[config.mk]
export PLATFORM = sky130hd
export DESIGN_NAME = id_ex_stage
export DESIGN_NICKNAME = d
export VERILOG_FILES = /design/src/rtl/rv32_pkg.sv /design/src/rtl/fwd_unit.sv /design/src/rtl/id_ex_stage.sv
export SDC_FILE = /design/constraint.sdc
export NUM_CORES = 1
export LEC_CHECK = 0
export CORE_ASPECT_RATIO = 1.2
export CORE_MARGIN = 4
export CORE_UTILIZATION = 40
export DETAILED_ROUTE_END_ITERATION = 6
export GPL_TIMING_DRIVEN = 0
export PLACE_DENSITY = 0.84
export RECOVER_POWER = 50
export SYNTH_ARGS = -nofsm -noshare
export SYNTH_HDL_FRONTEND = slang
export SYNTH_SLANG_ARGS = --single-unit
[constraint.sdc]
create_clock -name clk -period 5.5 [get_ports clk]
set_input_delay 0.825 -clock clk [delete_from_list [all_inputs] [get_ports clk]]
set_output_delay 0.825 -clock clk [all_outputs]
set_load 0.01 [all_outputs]
[src/rtl/rv32_pkg.sv]
// Shared RV32I pipeline definitions: datapath widths, ALU opcodes and the
// operand-forwarding source select.
package rv32_pkg;

  localparam int XLEN   = 32;
  localparam int REG_AW = 5;

  localparam logic [3:0] ALU_AND = 4'b0000;
  localparam logic [3:0] ALU_OR  = 4'b0001;
  localparam logic [3:0] ALU_ADD = 4'b0010;
  localparam logic [3:0] ALU_XOR = 4'b0011;
  localparam logic [3:0] ALU_SLL = 4'b0100;
  localparam logic [3:0] ALU_SRL = 4'b0101;
  localparam logic [3:0] ALU_SUB = 4'b0110;
  localparam logic [3:0] ALU_SRA = 4'b0111;

  typedef enum logic [1:0] {
    FWD_RF   = 2'd0,
    FWD_EXM  = 2'd1,
    FWD_MWB  = 2'd2,
    FWD_ZERO = 2'd3
  } fwd_sel_t;

endpackage

[src/rtl/fwd_unit.sv]
// Combinational operand forwarding for rs1/rs2: x0 -> 0, then EX/MEM,
// then MEM/WB, then register-file data.
module fwd_unit
  import rv32_pkg::fwd_sel_t, rv32_pkg::FWD_RF, rv32_pkg::FWD_EXM,
         rv32_pkg::FWD_MWB, rv32_pkg::FWD_ZERO;
#(
  parameter int XLEN   = 32,
  parameter int REG_AW = 5
) (
  input  logic [REG_AW-1:0] rs1,
  input  logic [REG_AW-1:0] rs2,
  input  logic [XLEN-1:0]   rs1_data,
  input  logic [XLEN-1:0]   rs2_data,
  input  logic [REG_AW-1:0] exm_rd,
  input  logic              exm_reg_write,
  input  logic [XLEN-1:0]   exm_result,
  input  logic [REG_AW-1:0] mwb_rd,
  input  logic              mwb_reg_write,
  input  logic [XLEN-1:0]   mwb_result,
  output logic [XLEN-1:0]   fwd_rs1,
  output logic [XLEN-1:0]   fwd_rs2
);

  logic [1:0][REG_AW-1:0] rs;
  logic [1:0][XLEN-1:0]   rf;
  logic [1:0][XLEN-1:0]   fwd;

  assign rs = {rs2, rs1};
  assign rf = {rs2_data, rs1_data};

  for (genvar i = 0; i < 2; i++) begin : g_src
    fwd_sel_t sel;

    always_comb begin
      sel = FWD_RF;
      if (rs[i] == '0)
        sel = FWD_ZERO;
      else if (exm_reg_write && exm_rd != '0 && exm_rd == rs[i])
        sel = FWD_EXM;
      else if (mwb_reg_write && mwb_rd != '0 && mwb_rd == rs[i])
        sel = FWD_MWB;
    end

    assign fwd[i] = (sel == FWD_EXM)  ? exm_result :
                    (sel == FWD_MWB)  ? mwb_result :
                    (sel == FWD_ZERO) ? '0         : rf[i];
  end

  assign fwd_rs1 = fwd[0];
  assign fwd_rs2 = fwd[1];

endmodule

[src/rtl/id_ex_stage.sv]
// ID/EX pipeline register: forwarded operand capture, load-use stall and
// bubble insertion on stall, flush or an empty decode slot.
module id_ex_stage
  import rv32_pkg::ALU_ADD;
#(
  parameter int XLEN   = rv32_pkg::XLEN,
  parameter int REG_AW = rv32_pkg::REG_AW
) (
  input  logic              clk,
  input  logic              rst_n,
  input  logic              id_valid,
  input  logic [XLEN-1:0]   id_pc,
  input  logic [REG_AW-1:0] id_rs1,
  input  logic [REG_AW-1:0] id_rs2,
  input  logic [REG_AW-1:0] id_rd,
  input  logic [XLEN-1:0]   id_rs1_data,
  input  logic [XLEN-1:0]   id_rs2_data,
  input  logic [XLEN-1:0]   id_imm,
  input  logic              id_alu_src,
  input  logic [3:0]        id_alu_ctrl,
  input  logic              id_reg_write,
  input  logic              id_mem_read,
  input  logic              id_mem_write,
  input  logic              id_branch,
  input  logic [REG_AW-1:0] exm_rd,
  input  logic              exm_reg_write,
  input  logic [XLEN-1:0]   exm_result,
  input  logic [REG_AW-1:0] mwb_rd,
  input  logic              mwb_reg_write,
  input  logic [XLEN-1:0]   mwb_result,
  input  logic              flush,
  output logic              stall,
  output logic              ex_valid,
  output logic [XLEN-1:0]   ex_A,
  output logic [XLEN-1:0]   ex_B,
  output logic [3:0]        ex_alu_ctrl,
  output logic [XLEN-1:0]   ex_store_data,
  output logic [XLEN-1:0]   ex_pc,
  output logic [REG_AW-1:0] ex_rd,
  output logic              ex_reg_write,
  output logic              ex_mem_read,
  output logic              ex_mem_write,
  output logic              ex_branch
);

  logic [XLEN-1:0]   fwd_rs1, fwd_rs2;
  logic              valid_d, valid_q;
  logic [XLEN-1:0]   a_d, a_q, b_d, b_q, st_d, st_q, pc_d, pc_q;
  logic [3:0]        ctrl_d, ctrl_q;
  logic [REG_AW-1:0] rd_d, rd_q;
  logic              rw_d, rw_q, mr_d, mr_q, mw_d, mw_q, br_d, br_q;

  fwd_unit #(.XLEN(XLEN), .REG_AW(REG_AW)) u_fwd (
    .rs1(id_rs1), .rs2(id_rs2),
    .rs1_data(id_rs1_data), .rs2_data(id_rs2_data),
    .exm_rd(exm_rd), .exm_reg_write(exm_reg_write), .exm_result(exm_result),
    .mwb_rd(mwb_rd), .mwb_reg_write(mwb_reg_write), .mwb_result(mwb_result),
    .fwd_rs1(fwd_rs1), .fwd_rs2(fwd_rs2)
  );

  // rs2 only matters when it feeds the ALU or supplies store data.
  assign stall = rst_n && id_valid && !flush && valid_q && mr_q && rd_q != '0 &&
                 (rd_q == id_rs1 || (rd_q == id_rs2 && (!id_alu_src || id_mem_write)));

  always_comb begin
    valid_d = 1'b0;
    a_d     = '0;
    b_d     = '0;
    st_d    = '0;
    pc_d    = '0;
    ctrl_d  = ALU_ADD;
    rd_d    = '0;
    rw_d    = 1'b0;
    mr_d    = 1'b0;
    mw_d    = 1'b0;
    br_d    = 1'b0;
    if (id_valid && !flush && !stall) begin
      valid_d = 1'b1;
      a_d     = fwd_rs1;
      b_d     = id_alu_src ? id_imm : fwd_rs2;
      st_d    = fwd_rs2;
      pc_d    = id_pc;
      ctrl_d  = id_alu_ctrl;
      rd_d    = id_rd;
      rw_d    = id_reg_write;
      mr_d    = id_mem_read;
      mw_d    = id_mem_write;
      br_d    = id_branch;
    end
  end

  always_ff @(posedge clk) begin
    if (!rst_n) begin
      valid_q <= 1'b0;
      a_q     <= '0;
      b_q     <= '0;
      st_q    <= '0;
      pc_q    <= '0;
      ctrl_q  <= '0;
      rd_q    <= '0;
      rw_q    <= 1'b0;
      mr_q    <= 1'b0;
      mw_q    <= 1'b0;
      br_q    <= 1'b0;
    end else begin
      valid_q <= valid_d;
      a_q     <= a_d;
      b_q     <= b_d;
      st_q    <= st_d;
      pc_q    <= pc_d;
      ctrl_q  <= ctrl_d;
      rd_q    <= rd_d;
      rw_q    <= rw_d;
      mr_q    <= mr_d;
      mw_q    <= mw_d;
      br_q    <= br_d;
    end
  end

  assign ex_valid      = valid_q;
  assign ex_A          = a_q;
  assign ex_B          = b_q;
  assign ex_store_data = st_q;
  assign ex_pc         = pc_q;
  assign ex_alu_ctrl   = ctrl_q;
  assign ex_rd         = rd_q;
  assign ex_reg_write  = rw_q;
  assign ex_mem_read   = mr_q;
  assign ex_mem_write  = mw_q;
  assign ex_branch     = br_q;

endmodule

==> results.txt, run 1 <==
----------------------------------------------------
[Outcome]
  Outcome ... completed

[Worst setup path]
  Crit path launch type ... primary input
  Crit path cell chain ... clkdlybuf4s50_1 > a222oi_1 > nand4_1 > a21oi_2 > buf_2 > and2_1 > clkdlybuf4s50_1
  CP dominant cell by count ... sky130_fd_sc_hd__clkdlybuf4s50_1
  Kind of end point of the critical path ... output port
  Worst path arrival time ... approximately 3.5 ns
  Worst reg2reg path endpoint ... ex_A[19]$_SDFF_PN0_
  Register-to-register setup slack ... around 3.1 ns
  Kind of critical path ... in -> out
  Number of cells on the worst reg-to-reg path ... 6
  Startpoint of the most critical register-to-register path ... ex_rd[2]$_SDFF_PN0_
  Master of the slowest instance on the critical path ... sky130_fd_sc_hd__clkdlybuf4s50_1
  Required time at the worst-slack endpoint ... between 4 and 5 ns
  Highest cell delay on the worst timing path ... 0.55 ns
  Critical-path maximum fanout ... 10

[Floorplan]
  DIE AREA ... 0.0216 sq mm
  Total number of placement rows ... 55
  Horiz. Die Dim ... 135 um
  Effective utilization at floorplan ... between 40% and 50%
  Standard cell core area ... approximately 0.019 sq mm
  Height of the chip ... ~160 um
  Number of I/O pins ... approximately 380

[Timing]
  Worst rel slew slack ... a little over a third
  Hold violation count in the final report ... 0
  Actual slew at the worst max-slew pin ... between 0.9 and 1 ns
  RSZ-0062 raised after global routing ... no
  Pins Over Slew Limit ... 0
  Achievable clock frequency ... between 200 and 250 MHz
  Clock Skew ... 0.00730 ns
  Tcrit/Tclk final ... 79.1%
  Final setup viols ... 0
  Period minus WS final ... approximately 4.3 ns
  TNS Setup ... 0 ns

[CTS]
  CTS tree ... built
  CTS Sinks ... 142
  Number of clock buffers inserted by TritonCTS ... 17
  Post-CTS Setup Bufs ... 0
  Deepest level of the CTS H-tree ... 4
  Maximum buffer depth of the clock tree ... 2
  Library cell used as clock root buffer ... sky130_fd_sc_hd__clkbuf_16
  Reg clk slew, reported paths ... 0.06 ns
  Number of buffers inserted by hold repair at cts ... 0
  Clk_lat worst skew ... 0.42 ns
  Post-cts resize count ... 0

[Global routing]
  Grt ovf ... 0
  Global-route wire length before repair ... a little over 50 mm
  GRT Resource Usage Total ... a little under a third
  Number of antenna violations at the first check in global routing ... 1
  Via count of the first global-routing pass ... 8786
  Largest net degree at the start of global routing ... 17

[Pwr]
  Design internal power ... 2150 uW
  Switching share of power ... between 20% and 30%
  Switching power of the nets ... between 700 and 800 uW
  Share of total power in the clock network ... 44.4%
  IR Drop Worst-Case VDD ... 0.182 mV
  Post-layout power ... between 2000 and 3000 uW
  Leakage power ... ~0.0049 uW
  Part of the total power dissipated in combinational logic ... between 10% and 20%
  Cell area power density ... between 200 and 250 mW/mm^2
  Seq pwr share ... 37.0%

[Synthesis]
  Synth Net Count ... approximately 990
  Synthesized instance count ... ~750
  Library cells used by synthesis ... 45
  Share of synthesized area occupied by flip-flops and latches ... a little under two fifths
  Warnings, synthesis ... 0
  Count of flip-flops with a built-in enable after synthesis ... 0
  Top cell type's share of synthesized area ... between 30% and 40%
  Main flop type after synthesis ... sky130_fd_sc_hd__dfxtp_1
  Summed instance area of the synthesized netlist ... ~0.0077 sq mm
  Mean post-synth cell area ... a little over 10 sq um
  Biggest area consumer among synthesized cells ... sky130_fd_sc_hd__dfxtp_1
  Cell types occupying the most area after synthesis ... sky130_fd_sc_hd__dfxtp_1 37%, sky130_fd_sc_hd__a211oi_2 15%, sky130_fd_sc_hd__nor4_2 9.9%
  Async set-or-reset flop fraction in the synthesized netlist ... 0%
  #FFs+latches synth ... 142

[Hold path]
  Worst hold path startpoint ... id_pc[0]
  Number of stages on the worst hold path ... 2
  Classification of the worst-slack hold path ... in -> reg
  WHS Endpoint ... ex_pc[0]$_SDFF_PN0_

[Job]
  Max-capacitance violation count ... 0

[Placed design]
  Port-buffer cells ... 374
  DPL Wire Length ... approximately 27 mm
  Placed cell areas ... about 0.012 sq mm
  Gpl congestion ... just over 0.9
  Total instance count after detailed placement ... about 1400

[Route]
  Wirelength, routed ... between 30 and 40 mm
  Number of remaining DRC errors ... 0
  Vias/cell ... 5.81
  Number of violations reported at the end of detailed-routing iteration 0 ... 519
  Wire per inst ... about 24 um
  Number of nets with antenna violations after routing ... 0
  Total number of vias ... about 8000
  Router iterations before antenna repair ... 5

[Finish]
  Inserted Diodes ... 0
  Final instance area ... around 0.012 sq mm
  Fraction of final layout cells sized beyond drive strength 1 ... about a fifth
  Nets ... about 1400
  Commonest cells after routing, fill and taps aside ... 232 x sky130_fd_sc_hd__clkdlybuf4s50_1, 142 x sky130_fd_sc_hd__dfxtp_1, 142 x sky130_fd_sc_hd__dlygate4sd3_1
  Layout Area Growth over Synthesis ... 61.0%
  Most frequent standard cell in the layout excluding fill and tap cells ... sky130_fd_sc_hd__clkdlybuf4s50_1
  Final standard cell count with taps included and fillers excluded ... 1414

----------------------------------------------------
==> area by class of cell <==
| class | count | area [sq um] |
|---|---|---|
| timing repair buffer | 374 | 3740 |
| multi-input combinational | 524 | 4390 |
| tap | 256 | 320 |
| inverter | 5 | 18.8 |
| fill | 1572 | 6510 |
| sequential | 142 | 2840 |
| clock buffer | 18 | 429 |
| clock inverter | 12 | 210 |
| buffer | 83 | 459 |
==> sequential cells by signal, indices dropped and copies added (netlist names) <==
name and count:
ex_A 32, ex_B 32, ex_pc 32, ex_store_data 32, ex_rd 5, ex_alu_ctrl 4, ex_branch 1, ex_mem_read 1
ex_mem_write 1, ex_reg_write 1, ex_valid 1
==> how the worst max path moves through the flow <==
stage / from / endpoint / slack, ns / cells past startpoint
finish: id_rs2[2] / stall / 1.15 / 7
global route: id_rs2[2] / stall / 1.01 / 7
CTS: id_rs2[2] / stall / 1.14 / 7
detailed placement: id_rs2[2] / stall / 1.15 / 7
global placement: id_rs2[2] / stall / 1.11 / 7
floorplan: id_mem_write / stall / 2.77 / 6
==> critical path, delay by kind of cell <==
family / cells / cell delay, ns
compound gates: 2 / 0.84
simple gates: 2 / 0.38
buf+inv: 3 / 1.47
==> power groups by stage <==
| stage | logic, uW | registers (uW) | clock network [uW] |
|---|---|---|---|
| floorplan | 199 | 1110 | 0 |
| global placement | 532 | 1090 | 0 |
| detailed placement | 538 | 1090 | 0 |
| CTS | 542 | 1070 | 1300 |
| global route | 563 | 1070 | 1350 |
| finish | 535 | 1070 | 1280 |
==> logic make-up after synthesis <==
| kind of cell | Yosys count | share of synthesized area (%) |
|---|---|---|
| compound gates | 202 | 26.0 |
| xor+xnor | 28 | 3.18 |
| buf+inv | 88 | 6.20 |
| flops | 142 | 36.8 |
| mux | 1 | 0.130 |
| simple gates | 293 | 27.7 |
==> Yosys cell counts, types with 7 or more instances <==
cell                       instances
sky130_fd_sc_hd__a21boi_0         31
sky130_fd_sc_hd__and3_1           62
sky130_fd_sc_hd__buf_2            22
sky130_fd_sc_hd__nand2b_1         32
sky130_fd_sc_hd__xor2_1           15
sky130_fd_sc_hd__a211oi_1          7
sky130_fd_sc_hd__o311ai_1         28
sky130_fd_sc_hd__a31oi_1          32
sky130_fd_sc_hd__nor4_2           61
sky130_fd_sc_hd__buf_6            15
sky130_fd_sc_hd__nor2_1           66
sky130_fd_sc_hd__nor3b_1          44
sky130_fd_sc_hd__a211oi_2         90
sky130_fd_sc_hd__dfxtp_1         142
sky130_fd_sc_hd__clkbuf_1         38
sky130_fd_sc_hd__xnor2_1          13
==> routing by layer <==
layer	global-route usage [%]	vias up	share of wire, %
met1	33.8	3922	36
met5	0	-	0.035
met3	9.92	102	9.7
met4	13.7	2	4.6
li1	-	3658	-
met2	54.5	526	50
==> per-stage QoR <==
stage / utilization, % / hold slack (ns) / setup slack [ns]
detailed placement: 62.2 / 1.04 / 1.15
CTS: 65.6 / 0.957 / 1.14
global placement: 62.2 / 1.04 / 1.11
floorplan: - / 0.875 / 2.77
global route: 65.6 / 0.944 / 1.01
finish: 65.6 / 0.970 / 1.15
Note: power is estimated with default switching activity, not from simulation.
==> run 2: changes to the inputs <==
--- a/config.mk
+++ b/config.mk
@@ -7,10 +7,10 @@
 export LEC_CHECK = 0
 export CORE_ASPECT_RATIO = 1.2
 export CORE_MARGIN = 4
-export CORE_UTILIZATION = 40
+export CORE_UTILIZATION = 37
 export DETAILED_ROUTE_END_ITERATION = 6
 export GPL_TIMING_DRIVEN = 0
-export PLACE_DENSITY = 0.84
+export PLACE_DENSITY = 0.82
 export RECOVER_POWER = 50
 export SYNTH_ARGS = -nofsm -noshare
 export SYNTH_HDL_FRONTEND = slang
==> constraint.sdc (replaced) <==
create_clock -name clk -period 3.82 [get_ports clk]
set_input_delay 0.573 -clock clk [delete_from_list [all_inputs] [get_ports clk]]
set_output_delay 0.573 -clock clk [all_outputs]
set_load 0.01 [all_outputs]
==> run 2 against run 1 <==
First-iteration DRC count shrank 16%. Combinational power grew 43%. Wire length grew 0.68%. Die area grew 7.7%. Via count shrank 1.3%. Critical path depth grew 1. Critical path type unchanged. Critical endpoint unchanged. Largest power group unchanged.
==> results.txt, run 2 (same netlist as run 1, synthesis figures left out) <==
----------------------------------------------------
[Outcome]
  Outcome ... completed

[Route]
  Vias/cell ... 5.68 (-2.2%)
  Number of nets with antenna violations after routing ... 0 (unchanged)
  Wire per inst ... 24.3 um (-0.23%)
  Wirelength, routed ... 34.6 mm (+0.68%)
  Number of remaining DRC errors ... 0 (unchanged)
  Number of violations reported at the end of detailed-routing iteration 0 ... 434 (-16%)
  Router iterations before antenna repair ... 5 (unchanged)
  Total number of vias ... 8105 (-1.3%)

[Placed design]
  Placed cell areas ... 0.0118 sq mm (about the same)
  Gpl congestion ... 0.907 (-0.94%)
  Worst setup slack after placement ... -0.0737 ns (-1.22 ns)
  DPL Wire Length ... 26.9 mm (+1.1%)
  Port-buffer cells ... 374 (unchanged)

[CTS]
  Number of clock buffers inserted by TritonCTS ... 17 (unchanged)
  CTS Sinks ... 142 (unchanged)
  CTS tree ... built
  Maximum buffer depth of the clock tree ... 2 (unchanged)
  Clk_lat worst skew ... 0.43 ns (about the same)
  Reg clk slew, reported paths ... 0.07 ns (about the same)
  Deepest level of the CTS H-tree ... 4 (unchanged)
  Library cell used as clock root buffer ... sky130_fd_sc_hd__clkbuf_16
  Number of buffers inserted by hold repair at cts ... 0 (unchanged)

[Worst setup path]
  Worst path arrival time ... 2.97 ns (-0.55 ns)
  Startpoint of the most critical register-to-register path ... ex_rd[1]$_SDFF_PN0_
  Kind of critical path ... in -> out
  Worst reg2reg path endpoint ... ex_A[19]$_SDFF_PN0_
  Register-to-register setup slack ... 1.38 ns (-1.67 ns)
  Kind of end point of the critical path ... output port
  Number of cells on the worst reg-to-reg path ... 6 (unchanged)
  Crit path launch type ... primary input
  Critical-path maximum fanout ... 10 (unchanged)
  Required time at the worst-slack endpoint ... 3.25 ns (-1.43 ns)

[Global routing]
  Number of antenna violations at the first check in global routing ... 2 (+1)
  Largest net degree at the start of global routing ... 17 (unchanged)
  Global-route wire length before repair ... 51.4 mm (-0.11%)
  GRT Resource Usage Total ... 28.6% (-2.4 points)
  Via count of the first global-routing pass ... 8581 (-2.3%)
  Grt ovf ... 0 (unchanged)

[Timing]
  Hold violation count in the final report ... 0 (unchanged)
  Pins Over Slew Limit ... 0 (unchanged)
  Worst rel slew slack ... 33.7% (-1.8 points)
  RSZ-0062 raised after global routing ... no
  Tcrit/Tclk final ... 92.8%
  Setup ws final ... 0.276 ns (-0.874 ns)
  Period minus WS final ... 3.54 ns
  Clock Skew ... 0.0117 ns (+0.00438 ns)
  TNS Setup ... 0 ns (unchanged)
  Final setup viols ... 0 (unchanged)
  Actual slew at the worst max-slew pin ... 0.994 ns (+0.0297 ns)
  Achievable clock frequency ... about 280 MHz

[Floorplan]
  Horiz. Die Dim ... 140 um (+3.7%)
  Effective utilization at floorplan ... 37.8% (-2.9 points)
  Standard cell core area ... 0.0204 sq mm (+7.8%)
  Number of I/O pins ... 375 (unchanged)
  Total number of placement rows ... 57 (+3.6%)
  Height of the chip ... 166 um (+3.8%)
  DIE AREA ... 0.0232 sq mm (+7.7%)

[Hold path]
  WHS Endpoint ... ex_pc[0]$_SDFF_PN0_
  Number of stages on the worst hold path ... 2 (unchanged)
  Classification of the worst-slack hold path ... in -> reg
  Worst hold path startpoint ... id_pc[0]

[Pwr]
  Cell area power density ... 315 mW/mm^2 (+36%)
  IR Drop Worst-Case VDD ... 0.283 mV (+56%)
  Leakage power ... 0.00485 uW (-0.89%)

[Finish]
  Final instance area ... 0.0124 sq mm (-0.37%)
  Layout Area Growth over Synthesis ... 60.4%
  Nets ... 1381 (+0.15%)
  Fraction of final layout cells sized beyond drive strength 1 ... 19.9% (+0.21 points)
  Most frequent standard cell in the layout excluding fill and tap cells ... sky130_fd_sc_hd__clkdlybuf4s50_1
  Commonest cells after routing, fill and taps aside ... 232 x sky130_fd_sc_hd__clkdlybuf4s50_1, 142 x sky130_fd_sc_hd__dfxtp_1, 142 x sky130_fd_sc_hd__dlygate4sd3_1

[Job]
  Max-capacitance violation count ... 0 (unchanged)

----------------------------------------------------
==> run 2: cell types whose count changed in the layout (fill, tap and decap cells not counted), moves of 2 or more <==
cell                         delta
sky130_fd_sc_hd__buf_4          +2
sky130_fd_sc_hd__clkinvlp_4     +4
sky130_fd_sc_hd__inv_6          -2
sky130_fd_sc_hd__bufinv_16      -4
==> run 2: worst max-delay path, cell delays in order <==
cell                              delay [ns]
sky130_fd_sc_hd__clkdlybuf4s50_1        0.60
sky130_fd_sc_hd__xnor2_1                0.15
sky130_fd_sc_hd__o221a_2                0.18
sky130_fd_sc_hd__nand4_1                0.15
sky130_fd_sc_hd__a21oi_4                0.25
sky130_fd_sc_hd__clkbuf_4               0.29
sky130_fd_sc_hd__and2_1                 0.21
sky130_fd_sc_hd__clkdlybuf4s50_1        0.55
==> run 2: worst max path at each step <==
stage	end	startpoint	slack, ns
after floorplan	stall	id_mem_write	1.59
after global placement	stall	id_rs2[2]	-0.09
after detailed placement	stall	id_rs2[1]	-0.07
after CTS	stall	id_valid	0.02
after global routing	stall	id_rs2[2]	0.1
final	stall	id_rs2[1]	0.28
==> run 2: power breakdown <==
part           switching [uW]  total, uW  internal (uW)
Sequential               13.6       1540           1530
Combinational             354        766            412
Clock                     695       1590            897
Total                    1060       3900           2830
==> run 2: layout make-up <==
cell class | count | area [sq um]
fillers | 1812 | 8030
multi-input cells | 524 | 4410
repair buffers | 376 | 3760
flip-flops and latches | 142 | 2840
plain buffers | 83 | 462
clock buffers | 19 | 433
well taps | 265 | 332
clock inverters | 12 | 116
inverters | 5 | 18.8
diodes | 1 | 2.50
==> run 2: what timing repair did <==
action	CTS	global route
pin swaps	0	1
cloned	0	0
endpoints found under the setup margin	1	1
setup buffers	0	2
gates resized for setup	1	2
==> run 2: layer usage <==
layer	up-vias	share of wire (%)	global-route usage [%]
li1	3663	-	-
met1	3840	37	31.8
met2	507	50	50.6
met3	93	9.4	8.09
met4	2	4.1	12.0
met5	-	0.035	0
==> run 2: stage by stage <==
| step | total power (uW) | utilization (%) | hold slack (ns) | cells |
|---|---|---|---|---|
| 6_report | 3900 | 60.7 | 0.706 | 1427 |
| 5_1_grt | 4020 | 60.7 | 0.701 | 1427 |
| 4_1_cts | 3930 | 60.5 | 0.692 | 1424 |
| 3_5_place_dp | 2350 | 57.8 | 1.06 | 1393 |
| 3_3_place_gp | 2340 | 57.8 | 1.04 | 1393 |
| 2_1_floorplan | 1880 | - | 0.707 | 754 |
==> run 3: changes to the inputs <==
--- a/config.mk
+++ b/config.mk
@@ -8,9 +8,10 @@
 export CORE_ASPECT_RATIO = 1.2
 export CORE_MARGIN = 4
 export CORE_UTILIZATION = 37
+export CTS_CLUSTER_DIAMETER = 30
 export DETAILED_ROUTE_END_ITERATION = 6
 export GPL_TIMING_DRIVEN = 0
-export PLACE_DENSITY = 0.82
+export PLACE_DENSITY_LB_ADDON = 0.2
 export RECOVER_POWER = 50
 export SYNTH_ARGS = -nofsm -noshare
 export SYNTH_HDL_FRONTEND = slang
==> run 3 against run 2 <==
Die area did not move. Critical path depth down 1. Non-clock buffer count down 1. Sequential power is essentially flat. Fmax down 2.4%. Utilization about the same. Register-to-register slack got worse by 0.03 ns. Critical endpoint unchanged. Largest cell class unchanged.
==> results.txt, run 3 (same netlist as run 1, synthesis figures left out) <==
----------------------------------------------------
[Timing]
  Period minus WS final ... 3.63 ns (+0.0861 ns)
  Final setup viols ... 0 (unchanged)
  Tcrit/Tclk final ... 95.0% (+2.3 points)
  Worst rel slew slack ... 39.4% (+5.7 points)
  RSZ-0062 raised after global routing ... no
  Achievable clock frequency ... 275 MHz (-2.4%)
  Hold violation count in the final report ... 0 (unchanged)
  Clock Skew ... 0.0133 ns (+0.00164 ns)
  Actual slew at the worst max-slew pin ... 0.908 ns (-0.0857 ns)
  Pins Over Slew Limit ... 0 (unchanged)
  Hold_ws ... 0.705 ns (-0.00121 ns)
  Setup ws final ... 0.190 ns (-0.0861 ns)

[Floorplan]
  Horiz. Die Dim ... 140 um (unchanged)
  Number of I/O pins ... 375 (unchanged)
  Effective utilization at floorplan ... 37.8% (unchanged)
  Height of the chip ... 166 um (unchanged)
  DIE AREA ... 0.0232 sq mm (unchanged)
  Standard cell core area ... 0.0204 sq mm (unchanged)
  Total number of placement rows ... 57 (unchanged)

[Placed design]
  Placed cell areas ... 0.0118 sq mm (unchanged)
  Port-buffer cells ... 374 (unchanged)
  Worst setup slack after placement ... -0.0857 ns (-0.0119 ns)
  DPL Wire Length ... 26.3 mm (-1.9%)
  Gpl congestion ... 0.879 (-3.0%)

[CTS]
  CTS Sinks ... 142 (unchanged)
  Reg clk slew, reported paths ... 0.07 ns (about the same)
  Maximum buffer depth of the clock tree ... 2 (unchanged)
  Library cell used as clock root buffer ... sky130_fd_sc_hd__clkbuf_16
  Clk_lat worst skew ... 0.43 ns (about the same)
  CTS tree ... built
  Number of clock buffers inserted by TritonCTS ... 17 (unchanged)
  Deepest level of the CTS H-tree ... 4 (unchanged)
  Number of buffers inserted by hold repair at cts ... 0 (unchanged)

[Global routing]
  Largest net degree at the start of global routing ... 17 (unchanged)
  Number of antenna violations at the first check in global routing ... 2 (unchanged)
  GRT Resource Usage Total ... 28.1% (-0.44 points)
  Global-route wire length before repair ... 50.6 mm (-1.6%)
  Via count of the first global-routing pass ... 8466 (-1.3%)
  Grt ovf ... 0 (unchanged)

[Worst setup path]
  Critical-path maximum fanout ... 10 (unchanged)
  Number of cells on the worst reg-to-reg path ... 7 (+1)
  Worst setup path start ... id_rs2[2]
  Worst path arrival time ... 3.06 ns (+0.09 ns)
  Combined buffer and inverter count along the critical path ... 3 (unchanged)
  Master of the slowest instance on the critical path ... sky130_fd_sc_hd__dlygate4sd3_1
  Highest cell delay on the worst timing path ... 0.65 ns (+0.05 ns)
  Cell family with the largest share of critical-path delay ... buffers and inverters
  Kind of critical path ... in -> out
  Register-to-register setup slack ... 1.35 ns (-0.03 ns)
  Crit path launch type ... primary input
  Levels on crit path ... 7 (-1)
  Required time at the worst-slack endpoint ... 3.25 ns (about the same)
  Startpoint of the most critical register-to-register path ... ex_rd[2]$_SDFF_PN0_
  Worst reg2reg path endpoint ... ex_store_data[2]$_SDFF_PN0_
  Kind of end point of the critical path ... output port
  Crit path cell chain ... dlygate4sd3_1 > a222oi_1 > nand4_1 > a21oi_1 > clkbuf_4 > and2_1 > clkdlybuf4s50_1

[Hold path]
  Classification of the worst-slack hold path ... in -> reg
  WHS Endpoint ... ex_alu_ctrl[0]$_SDFF_PN0_
  Worst hold path startpoint ... id_alu_ctrl[0]
  Number of stages on the worst hold path ... 2 (unchanged)

[Job]
  Max-capacitance violation count ... 0 (unchanged)

[Route]
  Number of violations reported at the end of detailed-routing iteration 0 ... 470 (+8.3%)
  Number of nets with antenna violations after routing ... 0 (unchanged)
  Wirelength, routed ... 33.8 mm (-2.4%)
  Vias/cell ... 5.61 (-1.3%)
  Number of remaining DRC errors ... 0 (unchanged)
  Router iterations before antenna repair ... 5 (unchanged)
  Total number of vias ... 8010 (-1.2%)
  Wire per inst ... 23.7 um (-2.5%)

[Finish]
  Nets ... 1380 (-0.072%)
  Fraction of final layout cells sized beyond drive strength 1 ... 19.9% (unchanged)
  Commonest cells after routing, fill and taps aside ... 234 x sky130_fd_sc_hd__clkdlybuf4s50_1, 142 x sky130_fd_sc_hd__dfxtp_1, 140 x sky130_fd_sc_hd__dlygate4sd3_1
  Most frequent standard cell in the layout excluding fill and tap cells ... sky130_fd_sc_hd__clkdlybuf4s50_1
  Final instance area ... 0.0124 sq mm (about the same)
  Layout Area Growth over Synthesis ... 60.5% (about the same)
  Final core utilization ... 60.7% (about the same)

[Pwr]
  Post-layout power ... 3950 uW (+1.3%)
  Leakage power ... 0.00485 uW (about the same)
  Cell area power density ... 319 mW/mm^2 (+1.3%)
  IR Drop Worst-Case VDD ... 0.287 mV (+1.6%)

[Outcome]
  Outcome ... completed

----------------------------------------------------
-- run 3: changes by cell type in the layout (fill, tap and decap cells not counted) --
cell                              delta
sky130_fd_sc_hd__clkdlybuf4s50_1     +2
sky130_fd_sc_hd__clkinvlp_4          -1
sky130_fd_sc_hd__diode_2             +2
sky130_fd_sc_hd__dlygate4sd3_1       -2
sky130_fd_sc_hd__a21oi_1             +1
sky130_fd_sc_hd__buf_4               -1
sky130_fd_sc_hd__a21oi_4             -1
sky130_fd_sc_hd__inv_6               +3
sky130_fd_sc_hd__clkbuf_8            +1
sky130_fd_sc_hd__clkbuf_1            -1
sky130_fd_sc_hd__clkinv_2            -1
-- run 3: stage by stage --
step | setup TNS (ns) | cells
2_1_floorplan | 0 | 754
3_3_place_gp | -0.0923 | 1393
3_5_place_dp | -0.0857 | 1393
4_1_cts | 0 | 1425
5_1_grt | 0 | 1427
6_report | 0 | 1429
-- run 3: where the power goes --
part	internal (uW)	switching (uW)	total, uW
combinational	412	346	758
sequential	1530	13.8	1540
clock	927	725	1650
-- run 3: layer usage --
| metal | global-route usage (%) | up-vias | share of wire, % |
|---|---|---|---|
| met5 | 0 | - | 0.038 |
| met4 | 12.3 | 2 | 4.0 |
| met3 | 9.22 | 84 | 9.3 |
| met2 | 48.3 | 441 | 49 |
| met1 | 31.6 | 3811 | 37 |
| li1 | - | 3672 | - |
-- run 3: worst max-delay path by stage --
stage / endpoint / slack [ns]
after global routing: stall / 0.12
final: stall / 0.19
after detailed placement: stall / -0.09
after CTS: stall / 0.04
after global placement: stall / -0.09
after floorplan: stall / 1.59
-- run 3: worst register-to-register path, stage by stage (launching register included) --
cell and delay (ns):
sky130_fd_sc_hd__dfxtp_1 0.42, sky130_fd_sc_hd__inv_1 0.08, sky130_fd_sc_hd__a222oi_1 0.38, sky130_fd_sc_hd__nand4_1 0.13
sky130_fd_sc_hd__a21oi_1 0.26, sky130_fd_sc_hd__buf_4 0.22, sky130_fd_sc_hd__buf_1 0.69, sky130_fd_sc_hd__nor4_2 0.15
-- run 3: area by class of cell --
class | count | area, sq um
fill | 1843 | 8020
multi-input combinational | 524 | 4400
timing repair buffer | 375 | 3750
sequential | 142 | 2840
buffer | 83 | 462
clock buffer | 19 | 443
tap | 265 | 332
clock inverter | 13 | 130
inverter | 5 | 18.8
antenna | 3 | 7.51
-- run 3: timing repair --
action                                 in CTS  in global routing
resized for setup                           1                  2
setup endpoints to repair                   1                  1
endpoints found under the hold margin       0                  0
setup buffers                               0                  1
pin swaps                                   0                  1
